===== src/rtl/im_port_arbiter.sv =====
// Image-memory port arbiter: round-robin grant with bus lock and a
// burst limit that forces rotation when another requester is waiting.
module im_port_arbiter #(
  parameter int AW        = 20,
  parameter int DW        = 24,
  parameter int MAX_BURST = 64
) (
  input  logic            clk,
  input  logic            reset,
  input  logic [2:0]      req,
  input  logic [2:0]      wen,
  input  logic [3*AW-1:0] addr_i,
  input  logic [3*DW-1:0] wdata_i,
  output logic [2:0]      gnt,
  output logic [AW-1:0]   IM_A,
  output logic            IM_WEN,
  output logic [DW-1:0]   IM_D,
  input  logic [DW-1:0]   IM_Q,
  output logic [DW-1:0]   rdata,
  output logic [2:0]      rvalid,
  output logic            busy
);

  localparam int CW = $clog2(MAX_BURST + 1);
  localparam logic [CW-1:0] CNT_LAST = CW'(MAX_BURST - 1);

  typedef enum logic {
    IDLE = 1'b0,
    OWN  = 1'b1
  } state_t;

  state_t        state_q, state_d;
  logic [2:0]    gnt_q, gnt_d;
  logic [1:0]    owner_q, owner_d;
  logic [1:0]    last_q, last_d;
  logic [CW-1:0] cnt_q, cnt_d;
  logic [2:0]    rvalid_q, rvalid_d;

  logic [1:0] own;
  logic [1:0] lst;
  logic [1:0] p1;
  logic [1:0] p2;
  logic [1:0] pick;
  logic [2:0] own_oh;
  logic       issue;
  logic       others;

  function automatic logic [1:0] fix(input logic [1:0] i);
    return (i == 2'd3) ? 2'd0 : i;
  endfunction

  function automatic logic [1:0] nxt(input logic [1:0] i);
    return (i == 2'd2) ? 2'd0 : i + 2'd1;
  endfunction

  always_comb begin
    own    = fix(owner_q);
    lst    = fix(last_q);
    p1     = nxt(lst);
    p2     = nxt(p1);
    own_oh = 3'(3'b001 << own);
    issue  = (state_q == OWN) && gnt_q[own] && req[own];
    others = |(req & ~own_oh);
    pick   = lst;
    if (req[p1])      pick = p1;
    else if (req[p2]) pick = p2;
  end

  always_comb begin
    state_d  = state_q;
    gnt_d    = gnt_q;
    owner_d  = owner_q;
    last_d   = last_q;
    cnt_d    = cnt_q;
    rvalid_d = 3'b000;
    if (issue && !wen[own]) rvalid_d = own_oh;
    unique case (state_q)
      IDLE: begin
        gnt_d = 3'b000;
        if (|req) begin
          state_d = OWN;
          gnt_d   = 3'(3'b001 << pick);
          owner_d = pick;
          cnt_d   = '0;
        end
      end
      OWN: begin
        if (!req[own]) begin
          state_d = IDLE;
          gnt_d   = 3'b000;
          last_d  = own;
        end else if (issue) begin
          if (cnt_q == CNT_LAST && others) begin
            // owner keeps req high and resumes after the others had a turn
            state_d = IDLE;
            gnt_d   = 3'b000;
            last_d  = own;
          end else if (cnt_q != CNT_LAST) begin
            cnt_d = cnt_q + 1'b1;
          end
        end
      end
      default: state_d = IDLE;
    endcase
  end

  always_ff @(posedge clk or posedge reset) begin
    if (reset) begin
      state_q  <= IDLE;
      gnt_q    <= 3'b000;
      owner_q  <= 2'd0;
      last_q   <= 2'd2;
      cnt_q    <= '0;
      rvalid_q <= 3'b000;
    end else begin
      state_q  <= state_d;
      gnt_q    <= gnt_d;
      owner_q  <= owner_d;
      last_q   <= last_d;
      cnt_q    <= cnt_d;
      rvalid_q <= rvalid_d;
    end
  end

  always_comb begin
    IM_A   = '0;
    IM_D   = '0;
    IM_WEN = 1'b1;
    if (issue) begin
      IM_A   = addr_i[own*AW +: AW];
      IM_D   = wdata_i[own*DW +: DW];
      IM_WEN = ~wen[own];
    end
  end

  assign gnt    = gnt_q;
  assign rvalid = rvalid_q;
  assign rdata  = IM_Q;
  assign busy   = |gnt_q;

endmodule

===== config.mk =====
export PLATFORM = sky130hd
export DESIGN_NAME = im_port_arbiter
export DESIGN_NICKNAME = d
export VERILOG_FILES = /design/src/rtl/im_port_arbiter.sv
export SDC_FILE = /design/constraint.sdc
export NUM_CORES = 1
export LEC_CHECK = 0
export CAP_MARGIN = 20
export CORE_ASPECT_RATIO = 0.9
export CORE_MARGIN = 8
export CORE_UTILIZATION = 27
export DETAILED_ROUTE_END_ITERATION = 8
export GPL_TIMING_DRIVEN = 0
export HOLD_SLACK_MARGIN = 0.06
export PLACE_DENSITY_LB_ADDON = 0.3
export SLEW_MARGIN = 20
export SYNTH_ARGS = -nofsm -noshare
export SYNTH_HDL_FRONTEND = slang
export SYNTH_SLANG_ARGS = --single-unit

===== constraint.sdc =====
create_clock -name clk -period 2.4 [get_ports clk]
set_input_delay 0.6 -clock clk [delete_from_list [all_inputs] [get_ports clk]]
set_output_delay 0.6 -clock clk [all_outputs]
set_load 0.01 [all_outputs]

==> results.toml, run 1 <==
[run_status]
outcome = "finished, violations left"
violations = "setup timing"

[placement]
place.gp.congestion = 0.821
dp.final_hpwl_um = 9880
io_buffers = 215
dp_slack_ns = -1.01

[yosys]
synth.avg_cell_area_um2 = 6.93
synth_ff_type = "dfrtp_1"
synth.top_cell.area_share_pct = 21.7
syn_nets = 510
post_synth_num_cell_types = 35
syn_inst = 339
async_flop_share_pct = 100
ys_seq_area_share_pct = 19.2
synth_edf_count = 0
synthTopCellsByArea = "mux2i_1 22%, dfrtp_1 18%, nor2_1 16%"
synth_seq_cells = 18
synth_top_area_cell = "mux2i_1"
ys_warn_count = 0
syn_area_um2 = 2350

[global_route]
antenna_found_initial = 0
grt_busiest_layer = "met2"
use_met2_pct = 35.3
grt_max_degree = 19
grt_util_all_layers_pct = 19.0
grtUsageMet1_pct = 20.8
gr-total-overflow = 0
gr-usage-met3_pct = 6.15
grt_pass1_wl_um = 18200
grt_pass1_vias = 3355

[clock_network]
root_buffer = "clkbuf_8"
cts_max_path_buffers = 2
clk_pin_slew_ns = 0.07
cts_tree = "done"
worstSkewPairLatency_ns = 0.26
cts_made_buffers = 3
h-tree-depth = 1
clock-sinks = 18

[drt]
drtPass1Iterations = 4
drtAntennaViolNets = 0
drc = 0
vias_per_cell = 4.72
drt_iter0_drc = 134
num_vias = 3274
wl_per_cell_um = 18.5
wirelength_um = 12800

[sta]
setup_ws_ns = -0.305
fmax_ghz = 0.370
period_needed_ns = 2.71
setup_viol = 45
tns_ns = -12.07
fin_crit_sh_pct = 113
skew_ns = 0.00326
relSlewSlack_pct = 52.7
final_max_slew_viol_count = 0
finalHoldViolCount = 0
worst_slew_pin_slew_ns = 0.709
rsz0062_at_grt = "true"

[die]
fp.dieH_um = 104
die_x_um = 114
io_pins = 240
coreArea_um2 = 8530
start_util_pct = 27.5
die-area_um2 = 11900
row_count = 32

[setup_path]
cp.required_ns = 1.80
path_max_fanout = 5
endpoint_kind = "output port"
worstSetupStartpointType = "flop"
critPathKind = "flop to output port"
arrival_ns = 2.11

[power_and_ir_drop]
switching_power_w = 0.00196
p_seq_share_pct = 11.2
cell_internal_pwr_w = 0.00223
worst_ir_drop_vdd_uv = 631
power.density_nw_per_um2 = 793
power_frac_clock_pct = 6.0
p_sw_share_pct = 46.8
power.total_w = 0.00419
p_comb_share_pct = 82.8
power.leakage_nw = 2.25

[finish]
layout_commonest_cell = "clkdlybuf4s50_1"
fin_util_pct = 62.0
drive_above_1_share_pct = 32.3
layout_common_cells = "167 x clkdlybuf4s50_1, 60 x nor2_1, 50 x mux2i_1"
nNetsFinal = 747
antenna_cells = 0
area_delta_synth_final_pct = 125

[run]
drv_cap = 0

[worst_hold_path]
min-delay-path-class = "flop to flop"
==> worst max-delay path: stages, from the launching register on <==
cell and delay [ns]:
dfrtp_2 0.44, ha_4 0.18, buf_6 0.12, mux2i_2 0.15, o21ai_2 0.21, nand3_4 0.15
clkbuf_16 0.21, buf_12 0.14, nor2_2 0.11, buf_2 0.14
==> Yosys cell counts (5+ instances only) <==
cell type	n
clkbuf_1	13
or2_2	5
a21oi_1	46
nand2_1	9
mux2i_1	51
nand3_1	7
nor2_1	100
o21ai_0	7
buf_2	8
ha_1	7
inv_1	12
buf_4	25
dfrtp_1	17
==> power groups by stage <==
stage / Sequential (W) / Combinational, W / Clock (W)
floorplan: 0.000460 / 0.00164 / 0
global placement: 0.000464 / 0.00257 / 0
detailed placement: 0.000468 / 0.00260 / 0
CTS: 0.000462 / 0.00278 / 0.000254
global route: 0.000485 / 0.00376 / 0.000268
finish: 0.000472 / 0.00347 / 0.000252
==> flip-flops by register name, summed over array words and instances (netlist names) <==
signal	flops
cnt_q	7
gnt	3
last_q	2
owner_q	2
rvalid	3
state_q	1
==> routing by layer <==
metal / part of all wire (%) / vias to the layer above
met5: 0 / -
met4: 0.87 / 0
met3: 8.4 / 9
met2: 53 / 129
met1: 38 / 1540
li1: - / 1596
==> stage by stage <==
stage / hold WS (ns) / cell area [um2] / instances
CTS: 0.521 / 4680 / 684
detailed placement: 0.509 / 4650 / 673
global placement: 0.489 / 4650 / 673
floorplan: 0.467 / 2350 / 339
finish: 0.517 / 5290 / 694
global route: 0.546 / 5290 / 694
==> cell families (layout without fill, tap and decap cells) <==
logic type | Yosys count | in the layout | share of synthesized area [%]
AOI/OAI and AO/OA | 69 | 69 | 17.0
adders and majority gates | 7 | 7 | 3.73
buffers and inverters | 58 | 294 | 13.7
DFF | 18 | 18 | 19.2
muxes | 52 | 52 | 22.2
and+or+nand+nor | 135 | 135 | 24.1
==> worst paths after layout <==
kind | startpoint | end | slack [ns] | cells past startpoint
min in group asynchronous | reset | owner_q[1]$_DFFE_PP0P_ | 0.75 | 2
setup / recovery | owner_q[0]$_DFFE_PP0P_ | IM_D[16] | -0.31 | 9
hold reg to reg | cnt_q[4]$_DFFE_PP0P_ | cnt_q[4]$_DFFE_PP0P_ | 0.52 | 1
setup reg to reg | owner_q[0]$_DFFE_PP0P_ | cnt_q[3]$_DFFE_PP0P_ | 0.21 | 8
hold / removal | cnt_q[4]$_DFFE_PP0P_ | cnt_q[4]$_DFFE_PP0P_ | 0.52 | 1
max in group asynchronous | reset | owner_q[0]$_DFFE_PP0P_ | 1.16 | 2
==> layout make-up <==
type                       count  area [um2]
sequential                    18         453
clock buffer                   4        55.1
tap                          119         149
inverter                      12        45.0
multi-input combinational    263        1900
timing repair buffer         233        2300
buffer                        45         388
fill                         751        3240
==> timing repair <==
item | in CTS | in global routing
cloned | 1 | 5
gates resized for setup | 231 | 116
endpoints found under the setup margin | 45 | 45
pin swaps | 2 | 16
hold buffers | 0 | 0
setup buffers | 7 | 5
Power figures use the tool's default switching activity.
==> run 2: changes to the inputs <==
--- a/config.mk
+++ b/config.mk
@@ -6,7 +6,6 @@
 export NUM_CORES = 1
 export LEC_CHECK = 0
 export CAP_MARGIN = 20
-export CORE_ASPECT_RATIO = 0.9
 export CORE_MARGIN = 8
 export CORE_UTILIZATION = 27
 export DETAILED_ROUTE_END_ITERATION = 8
==> results.toml, run 2 (synthesis results as in run 1) <==
[run_status]
outcome = "finished, violations left"
violations = "setup timing"

[drt]
num_vias = 3158
vias_per_cell = 4.68
drtPass1Iterations = 4
drt_iter0_drc = 142
drc = 0
wirelength_um = 12200
drtAntennaViolNets = 0
wl_per_cell_um = 18.0

[clock_network]
holdBufCountCts = 0
cts_max_path_buffers = 2
root_buffer = "clkbuf_8"
worstSkewPairLatency_ns = 0.26
cts_made_buffers = 3
h-tree-depth = 1
clk_pin_slew_ns = 0.07
clock-sinks = 18
cts_tree = "done"

[sta]
rsz0062_at_grt = "true"
final_max_slew_viol_count = 0
worst_slew_pin_slew_ns = 0.695
period_needed_ns = 2.66
skew_ns = 0.00864
setup_ws_ns = -0.256
relSlewSlack_pct = 53.6
setup_viol = 45
fin_crit_sh_pct = 111
fmax_ghz = 0.377
finalHoldViolCount = 0

[power_and_ir_drop]
p_sw_share_pct = 46.6
p_comb_share_pct = 80.9
power_frac_clock_pct = 6.2
p_seq_share_pct = 12.9
worst_ir_drop_vdd_uv = 434
power.density_nw_per_um2 = 749
switching_power_w = 0.00168
cell_internal_pwr_w = 0.00192
power.leakage_nw = 2.10
power.total_w = 0.00360

[run]
drv_cap = 0

[global_route]
antenna_found_initial = 0
gr-total-overflow = 0
grt_max_degree = 19
grt_util_all_layers_pct = 18.4
grt_pass1_wl_um = 17400
grt_pass1_vias = 3268

[finish]
layout_common_cells = "167 x clkdlybuf4s50_1, 76 x nor2_1, 50 x mux2i_1"
largest_register = "cnt_q"
final_cells = 675
drive_above_1_share_pct = 25.4
ff_latch_area_um2 = 452
multi_input_area_um2 = 1710
largest_reg_flops = 7
area_delta_synth_final_pct = 105
fill_cells = 830
nNetsFinal = 738
layout_commonest_cell = "clkdlybuf4s50_1"

[setup_path]
endpoint_kind = "output port"
crit_chain = "ha_2 -> buf_6 -> mux2i_2 -> o21ai_2 -> nand3_2 -> buf_8 -> buf_6 -> nor2_1 -> buf_2"
path_common_cell = "buf_6"
worstSetupStartpointType = "flop"
cp.required_ns = 1.80
critPathKind = "flop to output port"
arrival_ns = 2.06
max_stage_delay_ns = 0.42
critPathSlowestCell = "dfrtp_1"
path_max_fanout = 10

[worst_hold_path]
min-delay-path-class = "flop to flop"

[placement]
dp.cells = 662
dp.final_hpwl_um = 10200
io_buffers = 215
place.gp.congestion = 0.862

[die]
coreArea_um2 = 8590
die_x_um = 109
fp.dieH_um = 109
row_count = 34
start_util_pct = 27.3
die-area_um2 = 11900
io_pins = 240
-- run 2: stage by stage --
stage / area, um2 / hold WS, ns / setup TNS [ns] / worst slack (ns) / utilization (%)
2_1_floorplan: 2350 / 0.467 / 0 / 0.0185 / -
3_3_place_gp: 4640 / 0.496 / -41.59 / -1.00 / 54.0
3_5_place_dp: 4640 / 0.508 / -42.67 / -1.01 / 54.0
4_1_cts: 4670 / 0.520 / -10.50 / -0.255 / 54.3
5_1_grt: 4810 / 0.546 / -14.65 / -0.350 / 55.9
6_report: 4810 / 0.526 / -10.44 / -0.256 / 56.0
-- run 2: power groups by stage --
stage | clock (W) | combinational, W | sequential [W]
floorplan | 0 | 0.00164 | 0.000460
global placement | 0 | 0.00256 | 0.000467
detailed placement | 0 | 0.00260 | 0.000469
CTS | 0.000227 | 0.00278 | 0.000463
global route | 0.000239 | 0.00321 | 0.000478
finish | 0.000222 | 0.00291 | 0.000466
-- run 2: timing repair --
item | CTS | global route
setup endpoints to repair | 45 | 45
pin swaps | 2 | 1
gates resized for setup | 232 | 46
buffers inserted | 8 | 1
hold endpoints to repair | 0 | 0
gates cloned | 1 | 0
-- run 2: layout make-up --
cell class	count	area share, %
timing repair buffer	224	43.0
multi-input combinational	263	35.5
sequential	18	9.39
buffer	45	7.34
tap	108	2.81
clock buffer	4	0.937
inverter	12	0.937
antenna	1	0.0520
-- run 2: worst paths after layout --
check	from	end	slack, ns	depth (start not counted)
max	owner_q[0]$_DFFE_PP0P_	IM_A[2]	-0.26	9
min	cnt_q[4]$_DFFE_PP0P_	cnt_q[4]$_DFFE_PP0P_	0.53	1
max reg2reg	owner_q[0]$_DFFE_PP0P_	cnt_q[3]$_DFFE_PP0P_	0.27	8
min reg2reg	cnt_q[4]$_DFFE_PP0P_	cnt_q[4]$_DFFE_PP0P_	0.53	1
max in group asynchronous	reset	cnt_q[2]$_DFFE_PP0P_	1.20	2
min in group asynchronous	reset	cnt_q[5]$_DFFE_PP0P_	0.75	2
-- run 2: layer usage --
layer	up-vias	routed length (um)	global-route usage (%)
li1	1579	-	-
met1	1449	4410	20.0
met2	123	6600	35.1
met3	7	1050	4.20
met4	0	99	4.24
met5	-	0	0
-- run 2: critical path, delay by kind of cell, from the launching register on --
family,cells,cell delay (ns)
multiplexers,1,0.16
flip-flops,1,0.42
adder cells (fa/ha/maj),1,0.21
AND/OR/NAND/NOR,2,0.24
AO/OA/AOI/OAI,1,0.17
buffers and inverters,4,0.60
==> run 3: changes to the inputs <==
--- a/config.mk
+++ b/config.mk
@@ -6,6 +6,7 @@
 export NUM_CORES = 1
 export LEC_CHECK = 0
 export CAP_MARGIN = 20
+export CORE_ASPECT_RATIO = 0.8
 export CORE_MARGIN = 8
 export CORE_UTILIZATION = 27
 export DETAILED_ROUTE_END_ITERATION = 8
==> results.toml, run 3 (synthesis results as in run 1) <==
[finish]
area_delta_synth_final_pct = 109
largest_reg_flops = 7
nNetsFinal = 737
ff_latch_area_um2 = 453
antenna_cells = 0
drive_above_1_share_pct = 27.1
layout_common_cells = "167 x clkdlybuf4s50_1, 71 x nor2_1, 50 x mux2i_1"
multi_input_area_um2 = 1760
fill_cells = 830
layout_commonest_cell = "clkdlybuf4s50_1"
largest_register = "cnt_q"

[setup_path]
cp.required_ns = 1.80
r2r_slack_ns = 0.40
critPathKind = "flop to output port"
max_stage_delay_ns = 0.45
endpoint_kind = "output port"
worstSetupStartpointType = "flop"
arrival_ns = 2.06
critPathSlowestCell = "dfrtp_2"
path_max_fanout = 6
crit_chain = "ha_4 -> buf_6 -> mux2i_2 -> o21ai_2 -> nand3_2 -> buf_8 -> buf_8 -> nor2_2 -> buf_2"
path_common_cell = "buf_8"

[sta]
finalHoldViolCount = 0
tns_ns = -10.01
setup_viol = 45
setup_ws_ns = -0.258
fin_crit_sh_pct = 111
relSlewSlack_pct = 53.2
worst_slew_pin_slew_ns = 0.702
whs_ns = 0.520
rsz0062_at_grt = "true"
skew_ns = 0.00219
period_needed_ns = 2.66
fmax_ghz = 0.376
final_max_slew_viol_count = 0

[placement]
io_buffers = 215
dp.final_hpwl_um = 9750
place.gp.congestion = 0.803

[clock_network]
cts_max_path_buffers = 2
clk_pin_slew_ns = 0.07
holdBufCountCts = 0
h-tree-depth = 1
cts_tree = "done"
root_buffer = "clkbuf_8"
cts_made_buffers = 3
worstSkewPairLatency_ns = 0.25
clock-sinks = 18

[drt]
drtPass1Iterations = 4
drt_iter0_drc = 95
vias_per_cell = 4.79
wl_per_cell_um = 17.8
drtAntennaViolNets = 0
wirelength_um = 12000
drc = 0
num_vias = 3243

[global_route]
gr-usage-met3_pct = 4.02
gr-total-overflow = 0
grt_util_all_layers_pct = 18.4
use_met2_pct = 34.3
grt_max_degree = 19
grt_pass1_vias = 3295
grtUsageMet1_pct = 20.8
antenna_found_initial = 0
grt_busiest_layer = "met2"
grt_pass1_wl_um = 17800

[die]
io_pins = 240
start_util_pct = 27.7
coreArea_um2 = 8480
row_count = 30
fp.dieH_um = 99.4
die_x_um = 120
die-area_um2 = 12000

[power_and_ir_drop]
power.density_nw_per_um2 = 764
power.leakage_nw = 2.13
worst_ir_drop_vdd_uv = 585

[run_status]
outcome = "finished, violations left"
violations = "setup timing"

[run]
drv_cap = 0

[worst_hold_path]
min-delay-path-class = "flop to flop"
## run 3: cell types whose count changed in the layout (fill, tap and decap cells not counted), moves of 4 or more
cell	previous run	this run
buf_4	36	30
buf_6	15	20
clkbuf_4	8	3
nor2_1	76	71
nor2_4	5	10
clkbuf_2	2	6
## run 3: cell type report
type	count	share of cell area, %
timing repair buffer	223	42.4
multi-input combinational	263	36.0
sequential	18	9.23
buffer	45	7.50
tap	112	2.86
clock buffer	4	1.12
inverter	12	0.918
## run 3: metal layers
| metal | up-vias | routed length, um |
|---|---|---|
| li1 | 1582 | - |
| met1 | 1509 | 4750 |
| met2 | 137 | 6190 |
| met3 | 15 | 884 |
| met4 | 0 | 195 |
| met5 | - | 0 |
## run 3: power breakdown
group | switching [W] | total, W | internal [W]
Combinational | 0.00158 | 0.00302 | 0.00145
Clock | 0.000103 | 0.000249 | 0.000146
Sequential | 0.0000853 | 0.000473 | 0.000388
## run 3: worst paths after layout
kind                                        start                     end  cells past startpoint
max in group asynchronous                   reset  owner_q[0]$_DFFE_PP0P_                      2
min                          cnt_q[4]$_DFFE_PP0P_    cnt_q[4]$_DFFE_PP0P_                      1
max                        owner_q[0]$_DFFE_PP0P_                 IM_A[2]                      9
min reg2reg                  cnt_q[4]$_DFFE_PP0P_    cnt_q[4]$_DFFE_PP0P_                      1
min in group asynchronous                   reset      gnt[1]$_DFFE_PP0P_                      2
max reg2reg                owner_q[0]$_DFFE_PP0P_    cnt_q[3]$_DFFE_PP0P_                      7
## run 3: through the flow
stage          cell area [um2]  power (W)  util [%]  setup slack [ns]  std cells
4_1_cts                   4680    0.00349      55.2            -0.286        678
6_report                  4900    0.00375      57.8            -0.258        677
3_3_place_gp              4640    0.00302      54.7             -1.03        666
5_1_grt                   4900    0.00406      57.8            -0.345        677
3_5_place_dp              4640    0.00307      54.7             -1.03        666
2_1_floorplan             2350    0.00210         -            0.0185        339
## run 3: timing repair
| action | in CTS | in global routing |
|---|---|---|
| pin swaps | 6 | 10 |
| endpoints found under the setup margin | 45 | 45 |
| setup buffers | 7 | 0 |
| resized for setup | 230 | 67 |
| cloned | 2 | 0 |
## run 3: worst max-delay path: cells and delay by family, from the launching register on
family | cells | cell delay (ns)
buffers and inverters | 4 | 0.59
DFF | 1 | 0.45
and+or+nand+nor | 2 | 0.24
adders and majority gates | 1 | 0.18
AOI/OAI and AO/OA | 1 | 0.18
muxes | 1 | 0.15
